[src/rtl/RAM_shared_pkg.sv]
// Shared RAM definitions: bus width, RAM command opcodes and arbiter FSM states.
package RAM_shared_pkg;

    localparam int ADDR_SIZE = 8;

    typedef enum logic [1:0] {
        OP_WR_ADDR = 2'b00,
        OP_WR_DATA = 2'b01,
        OP_RD_ADDR = 2'b10,
        OP_RD_DATA = 2'b11
    } ram_op_e;

    typedef enum logic [2:0] {
        IDLE    = 3'd0,
        ADDR    = 3'd1,
        DATA    = 3'd2,
        RD_WAIT = 3'd3,
        ACK     = 3'd4
    } arb_state_e;

endpackage

[src/rtl/ram_arbiter_if.sv]
// Requester and RAM-side signal bundle for ram_arbiter; slave is the arbiter side.
interface ram_arbiter_if #(
    parameter int ADDR_SIZE = RAM_shared_pkg::ADDR_SIZE
);
    logic                 req0;
    logic                 req1;
    logic                 we0;
    logic                 we1;
    logic [ADDR_SIZE-1:0] addr0;
    logic [ADDR_SIZE-1:0] addr1;
    logic [ADDR_SIZE-1:0] wdata0;
    logic [ADDR_SIZE-1:0] wdata1;
    logic                 ack0;
    logic                 ack1;
    logic [ADDR_SIZE-1:0] rdata0;
    logic [ADDR_SIZE-1:0] rdata1;
    logic                 rd_err;
    logic [ADDR_SIZE+1:0] ram_din;
    logic                 ram_rx_valid;
    logic [ADDR_SIZE-1:0] ram_dout;
    logic                 ram_tx_valid;

    modport master (
        output req0, req1, we0, we1, addr0, addr1, wdata0, wdata1,
        input  ack0, ack1, rdata0, rdata1, rd_err,
        input  ram_din, ram_rx_valid,
        output ram_dout, ram_tx_valid
    );

    modport slave (
        input  req0, req1, we0, we1, addr0, addr1, wdata0, wdata1,
        output ack0, ack1, rdata0, rdata1, rd_err,
        output ram_din, ram_rx_valid,
        input  ram_dout, ram_tx_valid
    );

endinterface

[src/rtl/ram_arbiter_rr_arb2.sv]
// Combinational two-way round-robin pick: on a tie the port that did not win last time wins.
module rr_arb2 (
    input  logic req0,
    input  logic req1,
    input  logic last_gnt,
    output logic gnt_id,
    output logic gnt_valid
);

    always_comb begin
        gnt_valid = req0 | req1;
        if (req0 && req1) begin
            gnt_id = ~last_gnt;
        end else begin
            gnt_id = req1;
        end
    end

endmodule

[src/rtl/ram_arbiter.sv]
// Two-port round-robin arbiter that serialises whole read/write transactions
// into the RAM's two-command sequence and returns read data with a one-cycle ack.
module ram_arbiter #(
    parameter int ADDR_SIZE = RAM_shared_pkg::ADDR_SIZE
) (
    input logic          clk,
    input logic          rst_n,
    ram_arbiter_if.slave bus
);
    import RAM_shared_pkg::*;

    localparam logic [2:0] ST_IDLE    = IDLE;
    localparam logic [2:0] ST_ADDR    = ADDR;
    localparam logic [2:0] ST_DATA    = DATA;
    localparam logic [2:0] ST_RD_WAIT = RD_WAIT;
    localparam logic [2:0] ST_ACK     = ACK;

    logic [2:0]           state;
    logic [2:0]           nxt_state;
    logic                 last_gnt;
    logic                 win_id;
    logic                 gnt_id;
    logic                 gnt_valid;
    logic                 lat_we;
    logic [ADDR_SIZE-1:0] lat_addr;
    logic [ADDR_SIZE-1:0] lat_wdata;
    logic [ADDR_SIZE-1:0] rdata0_q;
    logic [ADDR_SIZE-1:0] rdata1_q;

    function automatic logic [ADDR_SIZE+1:0] cmd(input ram_op_e op,
                                                 input logic [ADDR_SIZE-1:0] payload);
        return {op, payload};
    endfunction

    rr_arb2 u_rr_arb2 (
        .req0      (bus.req0),
        .req1      (bus.req1),
        .last_gnt  (last_gnt),
        .gnt_id    (gnt_id),
        .gnt_valid (gnt_valid)
    );

    always_comb begin
        nxt_state = state;
        case (state)
            ST_IDLE:    if (gnt_valid) nxt_state = ST_ADDR;
            ST_ADDR:    nxt_state = ST_DATA;
            ST_DATA:    nxt_state = lat_we ? ST_ACK : ST_RD_WAIT;
            ST_RD_WAIT: nxt_state = ST_ACK;
            ST_ACK:     nxt_state = ST_IDLE;
            default:    nxt_state = ST_IDLE;
        endcase
    end

    // Control and read-result registers; async reset drops any transaction in flight.
    always_ff @(posedge clk or negedge rst_n) begin
        if (!rst_n) begin
            state    <= ST_IDLE;
            last_gnt <= 1'b1;
            win_id   <= 1'b0;
            rdata0_q <= '0;
            rdata1_q <= '0;
        end else begin
            state <= nxt_state;
            if (state == ST_IDLE && gnt_valid) begin
                win_id <= gnt_id;
            end
            if (state == ST_ACK) begin
                last_gnt <= win_id;
            end
            // tx_valid is only trusted here; the RAM leaves it high after earlier reads.
            if (state == ST_RD_WAIT && bus.ram_tx_valid) begin
                if (win_id) rdata1_q <= bus.ram_dout;
                else        rdata0_q <= bus.ram_dout;
            end
        end
    end

    // Transaction fields; the command mux masks them outside ADDR/DATA.
    always_ff @(posedge clk) begin
        if (state == ST_IDLE && gnt_valid) begin
            lat_we    <= gnt_id ? bus.we1    : bus.we0;
            lat_addr  <= gnt_id ? bus.addr1  : bus.addr0;
            lat_wdata <= gnt_id ? bus.wdata1 : bus.wdata0;
        end
    end

    always_comb begin
        bus.ram_din      = '0;
        bus.ram_rx_valid = 1'b0;
        case (state)
            ST_ADDR: begin
                bus.ram_rx_valid = 1'b1;
                bus.ram_din      = cmd(lat_we ? OP_WR_ADDR : OP_RD_ADDR, lat_addr);
            end
            ST_DATA: begin
                bus.ram_rx_valid = 1'b1;
                bus.ram_din      = cmd(lat_we ? OP_WR_DATA : OP_RD_DATA,
                                       lat_we ? lat_wdata : '0);
            end
            default: ;
        endcase
    end

    assign bus.ack0   = (state == ST_ACK) && !win_id;
    assign bus.ack1   = (state == ST_ACK) && win_id;
    assign bus.rd_err = (state == ST_RD_WAIT) && !bus.ram_tx_valid;
    assign bus.rdata0 = rdata0_q;
    assign bus.rdata1 = rdata1_q;

endmodule

[src/flat_wrapper.sv]
// flat-port wrapper written by rule: the top's interface ports become plain ports
module ram_arbiter_flat import RAM_shared_pkg::*;
#(
    parameter int ADDR_SIZE = RAM_shared_pkg::ADDR_SIZE
)
  (clk, rst_n, bus_req0, bus_req1, bus_we0, bus_we1, bus_addr0, bus_addr1, bus_wdata0, bus_wdata1, bus_ack0, bus_ack1, bus_rdata0, bus_rdata1, bus_rd_err, bus_ram_din, bus_ram_rx_valid, bus_ram_dout, bus_ram_tx_valid);
  ram_arbiter_if #(.ADDR_SIZE(ADDR_SIZE)) bus_i ();
  input logic clk;
  input logic rst_n;
  input wire logic [$bits(bus_i.req0)-1:0] bus_req0;
  input wire logic [$bits(bus_i.req1)-1:0] bus_req1;
  input wire logic [$bits(bus_i.we0)-1:0] bus_we0;
  input wire logic [$bits(bus_i.we1)-1:0] bus_we1;
  input wire logic [$bits(bus_i.addr0)-1:0] bus_addr0;
  input wire logic [$bits(bus_i.addr1)-1:0] bus_addr1;
  input wire logic [$bits(bus_i.wdata0)-1:0] bus_wdata0;
  input wire logic [$bits(bus_i.wdata1)-1:0] bus_wdata1;
  output wire logic [$bits(bus_i.ack0)-1:0] bus_ack0;
  output wire logic [$bits(bus_i.ack1)-1:0] bus_ack1;
  output wire logic [$bits(bus_i.rdata0)-1:0] bus_rdata0;
  output wire logic [$bits(bus_i.rdata1)-1:0] bus_rdata1;
  output wire logic [$bits(bus_i.rd_err)-1:0] bus_rd_err;
  output wire logic [$bits(bus_i.ram_din)-1:0] bus_ram_din;
  output wire logic [$bits(bus_i.ram_rx_valid)-1:0] bus_ram_rx_valid;
  input wire logic [$bits(bus_i.ram_dout)-1:0] bus_ram_dout;
  input wire logic [$bits(bus_i.ram_tx_valid)-1:0] bus_ram_tx_valid;
  assign bus_i.req0 = bus_req0;
  assign bus_i.req1 = bus_req1;
  assign bus_i.we0 = bus_we0;
  assign bus_i.we1 = bus_we1;
  assign bus_i.addr0 = bus_addr0;
  assign bus_i.addr1 = bus_addr1;
  assign bus_i.wdata0 = bus_wdata0;
  assign bus_i.wdata1 = bus_wdata1;
  assign bus_ack0 = bus_i.ack0;
  assign bus_ack1 = bus_i.ack1;
  assign bus_rdata0 = bus_i.rdata0;
  assign bus_rdata1 = bus_i.rdata1;
  assign bus_rd_err = bus_i.rd_err;
  assign bus_ram_din = bus_i.ram_din;
  assign bus_ram_rx_valid = bus_i.ram_rx_valid;
  assign bus_i.ram_dout = bus_ram_dout;
  assign bus_i.ram_tx_valid = bus_ram_tx_valid;
  ram_arbiter #(.ADDR_SIZE(ADDR_SIZE)) u_core (.clk(clk), .rst_n(rst_n), .bus(bus_i));
endmodule
[config.mk]
export PLATFORM = sky130hd
export DESIGN_NAME = ram_arbiter_flat
export DESIGN_NICKNAME = d
export VERILOG_FILES = /design/src/rtl/RAM_shared_pkg.sv /design/src/rtl/ram_arbiter_if.sv /design/src/rtl/ram_arbiter_rr_arb2.sv /design/src/rtl/ram_arbiter.sv /design/src/flat_wrapper.sv
export SDC_FILE = /design/constraint.sdc
export NUM_CORES = 1
export LEC_CHECK = 0
export ABC_AREA = 1
export ABC_CLOCK_PERIOD_IN_PS = 2000
export CAP_MARGIN = 30
export CORE_MARGIN = 5
export CORE_UTILIZATION = 31
export CTS_CLUSTER_DIAMETER = 150
export DETAILED_ROUTE_END_ITERATION = 8
export DONT_BUFFER_PORTS = 1
export HOLD_SLACK_MARGIN = 0.05
export PLACE_DENSITY = 0.47
export SKIP_CTS_REPAIR_TIMING = 1
export SYNTH_ARGS = -nofsm -noshare
export SYNTH_HDL_FRONTEND = slang
export SYNTH_SLANG_ARGS = --single-unit
[constraint.sdc]
create_clock -name clk -period 2 [get_ports clk]
set_input_delay 0.6 -clock clk [delete_from_list [all_inputs] [get_ports clk]]
set_output_delay 0.6 -clock clk [all_outputs]
set_load 0.1 [all_outputs]
==> flow_summary.json <==
{
  "nFillCells": 579,
  "worstPathMaxFanout": 6,
  "status": "complete, but fails checks",
  "setup_viol": 9,
  "finalCritPeriodShare": 1.03,
  "skew_ns": 0.00960,
  "relSlewSlack": 0.361,
  "gp_congestion": 0.699,
  "syn_to_final_growth_pct": 41.9,
  "multi_input_area_um2": 841,
  "cts-root-buf": "clkbuf_8",
  "cp-start-kind": "flop",
  "ys_ff_latch": 38,
  "grt-ovfl-total": 0,
  "drtPass1Iterations": 4,
  "fin_area_mm2": 0.00264,
  "drt_iter0_markers": 57,
  "synth_cells": 209,
  "chipHeight_um": 87.5,
  "first_global_vias": 1533,
  "critPathKind": "reg2out",
  "num_io_pins": 77,
  "fin_nets": 293,
  "diodes": 0,
  "antenna_found_initial": 0,
  "rows": 28,
  "ys_seq_area_frac": 0.557,
  "die_w_um": 87.5,
  "syn_area_per_cell_um2": 8.90,
  "clkTransAtPathRegs_ns": 0.09,
  "hp-class": "in2async",
  "core_mm2": 0.00589,
  "fmax_ghz": 0.486,
  "whs_ns": 0.134,
  "worstPathArrival_ns": 1.46,
  "mostFrequentLayoutCells": "nand2_1, buf_4, nand3_1, dfrtp_1, edfxtp_1",
  "min_period_ns": 2.06,
  "wl_per_cell_um": 14.6,
  "placed_cell_area_mm2": 0.00244,
  "clk_latency_ns": 0.30,
  "yosys_warnings": 0,
  "seqCellArea_mm2": 0.00104,
  "io_buffer_count": 0,
  "netlist_area_mm2": 0.00186,
  "dieArea_mm2": 0.00765,
  "viasPerCell": 4.75,
  "vias": 1528,
  "drcViolationCount": 0,
  "worst_slew_pin_slew_ns": 0.956,
  "hold_viol": 0,
  "setup_slack_ns": -0.0592,
  "final_common_cell": "nand2_1",
  "start_util": 0.316,
  "drive_gt1_frac": 0.324,
  "grt_use_total": 0.129,
  "violations": "negative setup slack",
  "cts_tree": "yes",
  "slew_viol_final": 0,
  "required_ns": 1.40,
  "ant_nets": 0,
  "cts.sinks": 38,
  "rsz0062_at_grt": "yes",
  "grt_max_degree": 22,
  "cp-end-kind": "output port",
  "cts_inserted_buffers": 5,
  "grt_pass1_wl_um": 7590,
  "ys_types": 22,
  "max_cap_viol_count": 0,
  "clockBufferDepth": 2,
  "synthesis.nets": 256,
  "dp_hpwl_um": 3380,
  "finalWirelength_um": 4710,
  "ctsHtreeMaxLevel": 2,
  "dp_slack_ns": 0.122
}
==> routing by layer <==
metal / track usage / up-vias / wire, um
li1: - / 768 / -
met1: 0.151 / 690 / 1920
met2: 0.208 / 66 / 2180
met3: 0.0605 / 4 / 567
met4: 0.0418 / 0 / 44
met5: 0 / - / 0
==> final cells by class <==
type,count,area share
Multi-Input combinational cell,149,0.318
Tap cell,75,0.0355
Timing Repair Buffer,41,0.187
Clock buffer,7,0.0450
Clock inverter,1,0.00332
Inverter,11,0.0171
Sequential cell,38,0.394
==> kinds of logic (layout without fill, tap and decap cells) <==
group           after synthesis  in the layout  share of synthesized area
simple gates                137            137                      0.341
buf+inv                      22             60                     0.0693
flops                        38             38                      0.558
compound gates               12             12                     0.0323
==> state kept, by name, indices dropped and copies added, names as in the netlist <==
name               cells
u_core.lat_addr        8
u_core.lat_we          1
u_core.bus.rdata0      8
u_core.win_id          1
u_core.last_gnt        1
u_core.lat_wdata       8
u_core.state           3
u_core.bus.rdata1      8
==> final timing paths <==
check                                startpoint                   end  slack (ns)  depth (start not counted)
setup / recovery                u_core.state[1]        bus_ram_din[5]       -0.06                          6
hold / removal                            rst_n       u_core.last_gnt        0.13                          0
setup reg to reg                u_core.state[0]    u_core.lat_addr[4]        0.57                          4
hold reg to reg            u_core.bus.rdata1[3]  u_core.bus.rdata1[3]        0.48                          2
max in group asynchronous                 rst_n       u_core.state[2]        0.45                          1
min in group clk                bus_ram_dout[7]  u_core.bus.rdata1[7]        0.44                          2
==> critical path, cell delays in order, from the launching register on <==
cell and delay (ns):
dfrtp_1 0.39, inv_2 0.07, nor2_2 0.12, nand2_2 0.08, buf_6 0.15, o21ai_4 0.16
buf_12 0.19
==> stage by stage <==
step	setup TNS [ns]	utilization	cells
floorplan	-0.140	-	209
global placement	0	0.415	312
detailed placement	0	0.415	312
CTS	-1.83	0.437	320
global route	-1.60	0.449	322
finish	-0.419	0.449	322
==> synthesized netlist by cell type (all sizes together) <==
master / number / share of area
nand3: 21 / 0.073
edfxtp: 17 / 0.27
nand2: 94 / 0.19
a21oi: 1 / 0.0027
inv: 11 / 0.022
o21ai: 11 / 0.030
nor2: 6 / 0.021
nand4: 16 / 0.054
dfstp: 1 / 0.014
buf: 9 / 0.038
dfrtp: 20 / 0.27
clkbuf: 2 / 0.0094
Power is left out: the tool's default activity adds up to more than one toggle a clock period on the data nets, which glitch-free logic cannot reach.
